File: src/rtl/param_seq_alu.sv
// Multi-cycle unsigned ALU: operands arrive serially (A then B), MUL is a
// W-step shift-add; done pulses for one cycle while result/overflow update.
module param_seq_alu #(
    parameter int DATA_WIDTH = 8
) (
    input  logic                  clk,
    input  logic                  reset_n,
    input  logic                  opcode_valid,
    input  logic [2:0]            opcode,
    input  logic [DATA_WIDTH-1:0] data,
    output logic                  done,
    output logic [DATA_WIDTH-1:0] result,
    output logic                  overflow,
    output logic                  busy,
    output logic [2:0]            dbg_state
);
    localparam int W  = DATA_WIDTH;
    localparam int CW = $clog2(W + 1);

    localparam logic [2:0] OP_ADD = 3'b000;
    localparam logic [2:0] OP_SUB = 3'b001;
    localparam logic [2:0] OP_AND = 3'b010;
    localparam logic [2:0] OP_OR  = 3'b011;
    localparam logic [2:0] OP_XOR = 3'b100;
    localparam logic [2:0] OP_SHL = 3'b101;
    localparam logic [2:0] OP_MUL = 3'b110;

    typedef enum logic [2:0] {IDLE, LOAD_B, EXEC, MUL, DONE} state_t;

    state_t          state;
    logic [2:0]      op;
    logic [W-1:0]    a;
    logic [W-1:0]    b;
    logic [2*W-1:0]  prod;
    logic [CW-1:0]   cnt;

    logic [W-1:0]    alu_res;
    logic            alu_ov;
    logic [W:0]      sum;
    logic [2*W-1:0]  shl_wide;
    logic [2*W-1:0]  mul_next;

    assign dbg_state = state;

    // Single-cycle operations; opcode 111 falls to the default error result.
    always_comb begin
        alu_res  = '0;
        alu_ov   = 1'b0;
        sum      = '0;
        shl_wide = '0;
        case (op)
            OP_ADD: begin
                sum     = {1'b0, a} + {1'b0, b};
                alu_res = sum[W-1:0];
                alu_ov  = sum[W];
            end
            OP_SUB: begin
                alu_res = a - b;
                alu_ov  = (a < b);
            end
            OP_AND: alu_res = a & b;
            OP_OR:  alu_res = a | b;
            OP_XOR: alu_res = a ^ b;
            OP_SHL: begin
                // Shifts of W or more lose every bit of A.
                if ({1'b0, b} >= (W + 1)'(W)) begin
                    alu_ov = |a;
                end else begin
                    shl_wide = {{W{1'b0}}, a} << b;
                    alu_res  = shl_wide[W-1:0];
                    alu_ov   = |shl_wide[2*W-1:W];
                end
            end
            OP_MUL: alu_res = '0;
            default: alu_ov = 1'b1;
        endcase
    end

    // MSB-first shift-add: B is consumed from its top bit, one bit per step.
    assign mul_next = {prod[2*W-2:0], 1'b0} + (b[W-1] ? {{W{1'b0}}, a} : '0);

    always_ff @(posedge clk) begin
        if (!reset_n) begin
            state    <= IDLE;
            op       <= '0;
            a        <= '0;
            b        <= '0;
            prod     <= '0;
            cnt      <= '0;
            result   <= '0;
            overflow <= 1'b0;
            done     <= 1'b0;
            busy     <= 1'b0;
        end else begin
            case (state)
                IDLE: begin
                    if (opcode_valid) begin
                        op    <= opcode;
                        a     <= data;
                        busy  <= 1'b1;
                        state <= LOAD_B;
                    end
                end
                LOAD_B: begin
                    b     <= data;
                    state <= EXEC;
                end
                EXEC: begin
                    if (op == OP_MUL) begin
                        prod  <= '0;
                        cnt   <= CW'(W);
                        state <= MUL;
                    end else begin
                        result   <= alu_res;
                        overflow <= alu_ov;
                        done     <= 1'b1;
                        state    <= DONE;
                    end
                end
                MUL: begin
                    prod <= mul_next;
                    b    <= {b[W-2:0], 1'b0};
                    cnt  <= cnt - 1'b1;
                    if (cnt == CW'(1)) begin
                        result   <= mul_next[W-1:0];
                        overflow <= |mul_next[2*W-1:W];
                        done     <= 1'b1;
                        state    <= DONE;
                    end
                end
                DONE: begin
                    done  <= 1'b0;
                    busy  <= 1'b0;
                    state <= IDLE;
                end
                default: begin
                    done  <= 1'b0;
                    busy  <= 1'b0;
                    state <= IDLE;
                end
            endcase
        end
    end
endmodule

File: config.mk
export PLATFORM = sky130hd
export DESIGN_NAME = param_seq_alu
export DESIGN_NICKNAME = d
export VERILOG_FILES = /design/src/rtl/param_seq_alu.sv
export SDC_FILE = /design/constraint.sdc
export NUM_CORES = 1
export LEC_CHECK = 0
export CORE_ASPECT_RATIO = 1.5
export CORE_UTILIZATION = 25
export CTS_BUF_LIST = sky130_fd_sc_hd__clkbuf_8
export CTS_CLUSTER_DIAMETER = 30
export CTS_CLUSTER_SIZE = 14
export DETAILED_ROUTE_END_ITERATION = 8
export GPL_ROUTABILITY_DRIVEN = 0
export SYNTH_ARGS = -nofsm -noshare
export SYNTH_HDL_FRONTEND = slang
export SYNTH_SLANG_ARGS = --single-unit
File: constraint.sdc
create_clock -name clk -period 2.8 [get_ports clk]
set_input_delay 0.56 -clock clk [delete_from_list [all_inputs] [get_ports clk]]
set_output_delay 0.56 -clock clk [all_outputs]
set_load 0.01 [all_outputs]
Word-level counts from Yosys, hierarchy flattened --
Cells that the tools add are included.
Word-level totals: flip-flop bits (word level) 52, latch bits 0, RAM bits 0, memories kept 0, ROM bits 0
Operators by class: $lt $le $gt $ge 2, bitwise logic cells 5, reduce and logical (&&, ||, !) cells 16, multipliers 0, shift-type cells 1, $add $sub $neg 4, eq/ne operators 14, mux-type cells 25, divide/modulo/power cells 0
Operator list (number):
- $pmux 8 s6 | 1
- $mux 8 | 4
- $pmux 8 s2 | 2
- $pmux 15 s2 | 1
- $reduce_or 8->1 | 3
- $add 16x8->16 | 1
- $shl 8x8->16 | 1
- $mux 15 | 1
- $eq 3x2->1 const B | 4
- $pmux 3 s4 | 1
- $add 8x8->9 | 1
- $eq 3x3->1 const B | 3
- $mux 3 | 3
- $and 8x8->8 | 1
- $ge 8x4->1 const B | 1
- $lt 8x8->1 | 1
- $ne 2x2->1 const B | 4
- $or 8x8->8 | 1
- $pmux 4 s2 | 1
- $reduce_and 2->1 | 4
- $sub 8x8->8 | 1
- $xor 8x8->8 | 1
- $eq 3x1->1 const B | 2
- $logic_not 3->1 | 2
- 12 further kinds | 22

Logic depth before layout (Yosys ltp) --
Gate-level depths: netlist of the first run.
word-level depth 6, gate-level depth with buffers 11, mapped depth without buffers 11

Least setup slack after synthesis of the first run --
OpenSTA, ideal clock, no wires.
path kind register -> register, from register a[1], to register result[5], data arrival time 2410 ps, data required time 2679 ps, clock period less this slack 2531 ps, path slack 269 ps, path buffers 0, stages on the path, launching flop included 12, path through dfxtp_1 > inv_1 > nor2_1 > ha_1 > inv_1 > fa_1 > nand2b_1 > a21oi_1 > a211oi_1 > a2111o_1 > a211oi_2 > nor3_1
Between the ends: word-level cells in the longest chain between the ends 5
RTL lines:
- from (decl) | line 32 | logic [W-1:0] a;
- from (signal assigned) | line 99 | a <= data;
- parallel branches: the longest is 4 deep, another holds $add 16x8->16
- $pmux 8 s2 (*) | line 95 | case (state)
- to (signal assigned) | line 114 | result <= alu_res;
- to (signal assigned) | line 125 | result <= mul_next[W-1:0];
- to (decl) | line 12 | output logic [DATA_WIDTH-1:0] result,
Mark *: on every way between the ends. The select of a mux whose other input is x is not followed. A chain may end at the register's enable or synchronous reset.

Final worst setup path of the first run --
from register a[2], to register result[7]
The elaborated chain is that of the path after synthesis.

==> impl_summary.log, run 1 <==
[metrics] CP Cell Sequence: inv_1 > ha_1 > inv_1 > a21oi_1 > a311oi_1 > xnor2_1 > a311o_1 > a21o_1
[metrics] die outline width: 110 µm
[metrics] Distinct cells, synth: 65
[metrics] maximum level of the CTS H-tree: 2
[metrics] TritonCTS clock tree: built
[metrics] final global-route overflow total: 0
[metrics] Worst R2R Path Depth: 8
[metrics] max-cap viol count: 0
[metrics] average wire per cell in the routed design: 16.4 µm
[metrics] clock buffers created by TritonCTS: 5
[metrics] number of setup violations in the final report: 0
[metrics] setup repair after global routing missed its margin: false
[metrics] total negative slack: 0 ns
[metrics] count of cells resized by post-cts repair: 0
[metrics] leak pwr: 1.95 nW
[metrics] Remaining DRCs: 0
[metrics] root buffer cell: clkbuf_8
[metrics] worst stage delay on the critical path: 0.49 ns
[metrics] drt total wl: 12,900 µm
[metrics] detailed-router iteration count before antenna repair: 4
[metrics] Worst EP arrival: 2.71 ns
[metrics] commonest non-fill, non-tap cell in the layout: nand2_1
[metrics] maximum clock frequency: 403 MHz
[metrics] max-slew headroom at the worst pin: 46.8%
[metrics] # diodes: 0
[metrics] synthesized netlist cell count: 553
[metrics] run status: complete, no violations
[metrics] routed via count divided by cell count: 5.16
[metrics] data required time of the worst path: 3.03 ns
[metrics] vias: 4,072
[metrics] nature of the critical path endpoint: register
[metrics] worst vdd rail ir drop: 0.346 mV
[metrics] count of input and output buffers: 27
[metrics] flip-flop cell with the highest count after synthesis: dfxtp_1
[metrics] sequential-to-total area share from yosys stat: 24.0%
[metrics] Die Y-Extent: 163 µm
[metrics] area inside the core boundary: 16,900 µm²
[metrics] Detailed Route Iter0 Violations: 258
[metrics] final number of max-transition violations: 0
[metrics] Avg Synthesized Cell Area: 7.85 µm²
[metrics] number of global-route vias before repair: 3,968
[metrics] number of nets in the finished design: 628
[metrics] effective utilization at floorplan: 25.7%
[metrics] share of layout cells above drive strength 1: 7.43%
[metrics] Tcrit/Tclk final: 88.7%
[metrics] hold bufs inserted after CTS: 0
[metrics] slowest cell on the critical path: dfxtp_1
[metrics] Critical Path Fanout Max: 8
[metrics] layout-stage area growth over the synthesis result: 15.0%
[metrics] clock input transition at the sequential cells of the worst setup and hold paths: 0.11 ns
[metrics] worst skew pair latency: 0.33 ns
[metrics] total die area: 17,900 µm²
[metrics] overall global routing resource usage: 14.9%
[metrics] Total Power: 0.00198 W
[metrics] Final Hold Fails: 0
[metrics] clock period minus worst slack: 2.48 ns
[metrics] clock tree buffer depth: 2
[metrics] measured slew at the worst slew-check pin: 0.797 ns
[metrics] count of antenna-violating nets left after detailed routing: 0
[metrics] DP Wirelength: 10,100 µm
[metrics] Synth Net Count: 603
[metrics] reg-to-reg critical path endpoint: result[7]
[metrics] Syn Std Cell Area: 4340 µm²
[metrics] number of antenna violations at the first check in global routing: 0
[metrics] proportion of netlist area held by the largest area contributor: 24.0%
[metrics] HP Class: reg -> reg
[metrics] setup fix buffers added after clock tree synthesis: 0
[metrics] cell type with the highest occurrence count on the critical path: inv_1
[metrics] worst setup skew after layout: 0.00931 ns
[metrics] global-route wire length before repair: 20,700 µm
[metrics] Critical Path Start: a[2]
[metrics] number of flip-flops and latches in the synthesized netlist: 52
[metrics] count of flip-flops with a built-in enable after synthesis: 0
[metrics] maximum number of pins on one net before global-route repair: 52
[metrics] launching element type of the critical path: register
[metrics] top area cells in the synthesized netlist: dfxtp_1 (24%), ha_1 (9.5%), nand2_1 (5.8%), a21oi_1 (4.6%), mux2i_1 (4.6%)
[metrics] setup slack of the most critical reg-to-reg path: 0.32 ns
[metrics] critical setup path kind: reg -> reg
[metrics] library cell with the largest summed area after synthesis: dfxtp_1
[metrics] warning count from the yosys run: 0
[metrics] most frequent cells in the layout: nand2_1 (67), dfxtp_1 (52), nor2_1 (44), a21oi_1 (40), ha_1 (33)
[metrics] Worst R2R Start: a[2]
[metrics] power density cells: 397 nW/µm²
[metrics] count of clock tree sinks: 52
[metrics] number of top-level pins: 28
[metrics] Std-Cell Rows: 58
[metrics] async set or reset register ratio after synthesis: 0%
[metrics] Worst Setup EP: result[7]
[power breakdown]
group          total (W)  switching, W  internal [W]  leakage (nW)
Sequential      0.000809     0.0000378      0.000771         0.423
Combinational   0.000532      0.000303      0.000228          1.46
Clock           0.000643      0.000282      0.000360        0.0687
[synth_stat cells, drive strengths merged (4+ instances only)]
cell / number
a22oi: 7
mux2i: 20
o21a: 7
nand2: 67
a21oi: 40
nand3b: 5
nor2: 45
nor3b: 4
a21o: 7
nand2b: 11
and3: 4
buf: 15
or3: 5
ha: 33
xnor2: 10
a21boi: 17
clkbuf: 18
o22ai: 4
o211ai: 8
inv: 29
o211a: 7
dfxtp: 52
a31oi: 10
a211oi: 7
o21bai: 5
nor4: 5
o21ai: 23
nor3: 12
nor2b: 18
nand3: 12
[state kept, by name, summed over array words and instances, names as in the netlist]
name,cells
a,8
b,8
busy,1
cnt,4
dbg_state,3
done,1
op,3
overflow,1
prod,15
result,8
[cells by family after synthesis]
family                   count (synthesis)  share of synthesized area, %
AO/OA/AOI/OAI                          165                          26.0
multiplexers                            26                          7.12
flip-flops                              52                          24.0
buffers and inverters                   63                          7.47
XOR/XNOR                                13                          2.62
AND/OR/NAND/NOR                        198                          21.9
adder cells (fa/ha/maj)                 36                          10.9
[how the worst min path moves through the flow]
stage               slack [ns]   start     end  cells past startpoint
floorplan                 0.44  cnt[3]  cnt[3]                      2
finish                    0.47  cnt[3]  cnt[3]                      2
global placement          0.46    busy    busy                      2
detailed placement        0.46  cnt[3]  cnt[3]                      2
global route              0.49  cnt[3]  cnt[3]                      2
CTS                       0.48  cnt[3]  cnt[3]                      2
[per-stage QoR]
step	instances	hold WS (ns)	utilization [%]	setup slack (ns)	instance area, µm²
after floorplan	553	0.435	-	0.269	4340
after global placement	781	0.458	28.7	0.433	4850
after detailed placement	781	0.462	28.7	0.384	4850
after CTS	789	0.477	29.5	0.370	4990
after global routing	789	0.487	29.5	0.214	4990
final	789	0.471	29.5	0.316	4990
[area by class of cell]
cell class              count  area [µm²]
clock buffers               5        68.8
clock inverters             3        68.8
multi-input cells         438        2980
flip-flops and latches     52        1040
fillers                  1788       11900
well taps                 210         263
inverters                  30         113
repair buffers             51         463
[per-layer routing]
metal,global-route usage (%),up-vias,part of all wire (%)
li1,-,2018,-
met1,16.6,1917,40
met2,27.4,95,52
met3,1.64,42,3.0
met4,7.21,0,4.8
met5,0,-,0
[critical path: cells and delay by family (launching register included)]
kind,cells,cell delay (ns)
xor+xnor,1,0.15
compound gates,4,1.07
fa+ha+maj,1,0.44
flops,1,0.49
buf+inv,2,0.23
Note: power is estimated with default switching activity, not from simulation.
==> inputs of run 2 (changes only) <==
--- a/config.mk
+++ b/config.mk
@@ -12,6 +12,7 @@
 export CTS_CLUSTER_SIZE = 14
 export DETAILED_ROUTE_END_ITERATION = 8
 export GPL_ROUTABILITY_DRIVEN = 0
+export SKIP_LAST_GASP = 1
 export SYNTH_ARGS = -nofsm -noshare
 export SYNTH_HDL_FRONTEND = slang
 export SYNTH_SLANG_ARGS = --single-unit
==> results of run 2 <==
Final layout, timing and power as in run 1 (identical DEF).
==> inputs of run 3 (changes only) <==
--- a/config.mk
+++ b/config.mk
@@ -6,6 +6,7 @@
 export NUM_CORES = 1
 export LEC_CHECK = 0
 export CORE_ASPECT_RATIO = 1.5
+export CORE_MARGIN = 3
 export CORE_UTILIZATION = 25
 export CTS_BUF_LIST = sky130_fd_sc_hd__clkbuf_8
 export CTS_CLUSTER_DIAMETER = 30
==> run 3 against run 2 <==
Net effect:
- via count increased by 0.64%
- utilization decreased by 0.28 points
- sequential power about the same
- non-clock buffer count unchanged
- total power decreased by 8.8%
- sequential cell count unchanged
- sequential share of layout area increased by 0.20 points
- combinational power about the same
- global-route usage decreased by 1.5 points
- critical path type unchanged
- critical endpoint is now result[6]
==> impl_summary.log, run 3 (same netlist as run 1, synthesis figures left out) <==
[metrics] run status: complete, no violations (unchanged)
[metrics] layout-stage area growth over the synthesis result: 13.9% (was 15.0%)
[metrics] commonest non-fill, non-tap cell in the layout: nand2_1 (unchanged)
[metrics] setup fix buffers added after clock tree synthesis: 0 (unchanged)
[metrics] routed via count divided by cell count: 5.19 (was 5.16)
[metrics] worst vdd rail ir drop: 0.178 mV (was 0.346 mV)
[metrics] overall global routing resource usage: 13.3% (was 14.9%)
[metrics] number of flip-flops in the largest register: 15 (unchanged)
[metrics] Worst R2R Start: a[2] (unchanged)
[metrics] met2 routing resource usage after global routing: 24.9% (was 27.4%)
[metrics] M3 GR Usage: 1.81% (was 1.64%)
[metrics] final global-route overflow total: 0 (unchanged)
[metrics] number of antenna violations at the first check in global routing: 0 (unchanged)
[metrics] clock tree buffer depth: 2 (unchanged)
[metrics] final number of max-transition violations: 0 (unchanged)
[metrics] startpoint of the tightest hold check path: cnt[3] (unchanged)
[metrics] cell count of the worst hold path: 2 (unchanged)
[metrics] clock input transition at the sequential cells of the worst setup and hold paths: 0.11 ns (about the same)
[metrics] Worst R2R Path Depth: 8 (unchanged)
[metrics] TritonCTS clock tree: built (unchanged)
[metrics] sequential fraction of design power: 44.6% (was 40.8%)
[metrics] internal portion of total power: 0.00118 W (was 0.00136 W)
[metrics] number of setup violations in the final report: 0 (unchanged)
[metrics] Final Hold Fails: 0 (unchanged)
[metrics] nature of the critical path endpoint: register (unchanged)
[metrics] setup repair after global routing missed its margin: false (unchanged)
[metrics] worst setup skew after layout: 0.0107 ns (was 0.00931 ns)
[metrics] fill cell instance count of the final layout: 1,812 (was 1,788)
[metrics] Remaining DRCs: 0 (unchanged)
[metrics] clock buffers created by TritonCTS: 5 (unchanged)
[metrics] number of global-route vias before repair: 4,007 (was 3,968)
[metrics] maximum number of pins on one net before global-route repair: 52 (unchanged)
[metrics] reg-to-reg critical path endpoint: result[6] (was result[7])
[metrics] global-route wire length before repair: 20,500 µm (was 20,700 µm)
[metrics] leak pwr: 1.92 nW (was 1.95 nW)
[metrics] count of clock tree sinks: 52 (unchanged)
[metrics] Critical Path Fanout Max: 8 (unchanged)
[metrics] Tcrit/Tclk final: 90.2% (was 88.7%)
[metrics] Total Power: 0.00181 W (was 0.00198 W)
[metrics] worst hold path endpoint: cnt[3] (unchanged)
[metrics] vias: 4,098 (was 4,072)
[metrics] number of nets in the finished design: 628 (unchanged)
[metrics] detailed-router iteration count before antenna repair: 4 (unchanged)
[metrics] area inside the core boundary: 16,900 µm² (unchanged)
[metrics] # diodes: 0 (unchanged)
[metrics] launching element type of the critical path: register (unchanged)
[metrics] drt total wl: 12,700 µm (was 12,900 µm)
[metrics] maximum clock frequency: 396 MHz (was 403 MHz)
[metrics] number of top-level pins: 28 (unchanged)
[metrics] Worst EP arrival: 2.81 ns (was 2.71 ns)
[metrics] total negative slack: 0 ns (unchanged)
[metrics] worst stage delay on the critical path: 0.52 ns (was 0.49 ns)
[metrics] average wire per cell in the routed design: 16.1 µm (was 16.4 µm)
[metrics] met1 Usage GRT: 14.4% (was 16.6%)
[metrics] power density cells: 366 nW/µm² (was 397 nW/µm²)
[metrics] setup slack of the most critical reg-to-reg path: 0.27 ns (was 0.32 ns)
[metrics] Die Y-Extent: 167 µm (was 163 µm)
[metrics] share of layout cells above drive strength 1: 7.43% (unchanged)
[metrics] data required time of the worst path: 3.08 ns (was 3.03 ns)
[metrics] effective utilization at floorplan: 25.7% (unchanged)
[metrics] Critical Path Start: a[2] (unchanged)
[metrics] slowest cell on the critical path: dfxtp_1 (unchanged)
[metrics] most crowded layer after global routing: met2 (unchanged)
[metrics] Sw Ratio: 34.9% (was 31.4%)
[metrics] minimum hold slack: 0.469 ns (was 0.471 ns)
[metrics] count of cells resized by post-cts repair: 0 (unchanged)
[metrics] switching pwr: 0.000631 W (was 0.000623 W)
[metrics] largest register by flop count: prod (unchanged)
[metrics] total die area: 19,000 µm² (was 17,900 µm²)
[metrics] die outline width: 114 µm (was 110 µm)
[metrics] critical setup path kind: reg -> reg (unchanged)
[metrics] clock period minus worst slack: 2.53 ns (was 2.48 ns)
[metrics] Detailed Route Iter0 Violations: 264 (was 258)
[metrics] CP Cell Sequence: inv_1 > ha_1 > a21o_1 > a21oi_1 > o21a_1 > mux2_2 > a31oi_1 > o221a_2 (was inv_1 > ha_1 > inv_1 > a21oi_1 > a311oi_1 > xnor2_1 > a311o_1 > a21o_1)
[metrics] HP Class: reg -> reg (unchanged)
[metrics] count of input and output buffers: 27 (unchanged)
[metrics] max-slew headroom at the worst pin: 48.3% (was 46.8%)
[metrics] root buffer cell: clkbuf_8 (unchanged)
[metrics] maximum level of the CTS H-tree: 2 (unchanged)
[metrics] portion of total power attributed to the clock network: 26.2% (was 32.4%)
[metrics] fraction of power consumed by combinational cells: 29.3% (was 26.8%)
[metrics] worst skew pair latency: 0.34 ns (was 0.33 ns)
[metrics] count of antenna-violating nets left after detailed routing: 0 (unchanged)
[metrics] most frequent cells in the layout: nand2_1 (67), dfxtp_1 (52), nor2_1 (44), a21oi_1 (40), ha_1 (33) (unchanged)
[metrics] hold bufs inserted after CTS: 0 (unchanged)
[metrics] measured slew at the worst slew-check pin: 0.775 ns (was 0.797 ns)
[metrics] max-cap viol count: 0 (unchanged)
[metrics] DP Wirelength: 10,000 µm (was 10,100 µm)
[metrics] Std-Cell Rows: 58 (unchanged)
run 3: changes by cell type in the layout (fill, tap and decap cells not counted), sizes merged:
cell and change:
clkinv +1, bufinv -2, clkinvlp +1
run 3: cell type report:
class                           instances  area (µm²)  area share, %
Multi-Input combinational cell        438        2980           60.2
Sequential cell                        52        1040           21.1
Timing Repair Buffer                   51         463           9.36
Tap cell                              210         263           5.31
Inverter                               30         113           2.28
Clock buffer                            5        68.8           1.39
Clock inverter                          3        21.3          0.430
run 3: power by group through the flow:
stage	Sequential, W	Clock, W	Combinational [W]
finish	0.000806	0.000473	0.000529
global placement	0.000822	0	0.000524
global route	0.000812	0.000511	0.000580
CTS	0.000806	0.000489	0.000528
detailed placement	0.000823	0	0.000525
floorplan	0.000823	0	0.000358
run 3: per-layer routing:
layer	up-vias	share of wire [%]
li1	2023	-
met5	-	0
met4	0	4.3
met3	36	3.7
met2	112	53
met1	1927	38
run 3: worst max-delay path, delay by kind of cell (launching register included):
family | cells | cell delay [ns]
AOI/OAI and AO/OA | 5 | 1.05
muxes | 1 | 0.35
adders and majority gates | 1 | 0.42
buffers and inverters | 1 | 0.14
DFF | 1 | 0.52
run 3: how the worst max path moves through the flow:
stage / to / depth (start not counted)
after floorplan: result[5] / 11
after global placement: result[6] / 7
after detailed placement: result[6] / 8
after CTS: result[6] / 8
after global routing: result[6] / 8
final: result[6] / 8
run 3: stage by stage:
step / utilization [%] / instance area, µm² / setup slack (ns) / instances
after floorplan: - / 4340 / 0.269 / 553
after global placement: 28.7 / 4850 / 0.375 / 781
after detailed placement: 28.7 / 4850 / 0.351 / 781
after CTS: 29.2 / 4940 / 0.321 / 789
after global routing: 29.2 / 4940 / 0.146 / 789
final: 29.2 / 4940 / 0.274 / 789
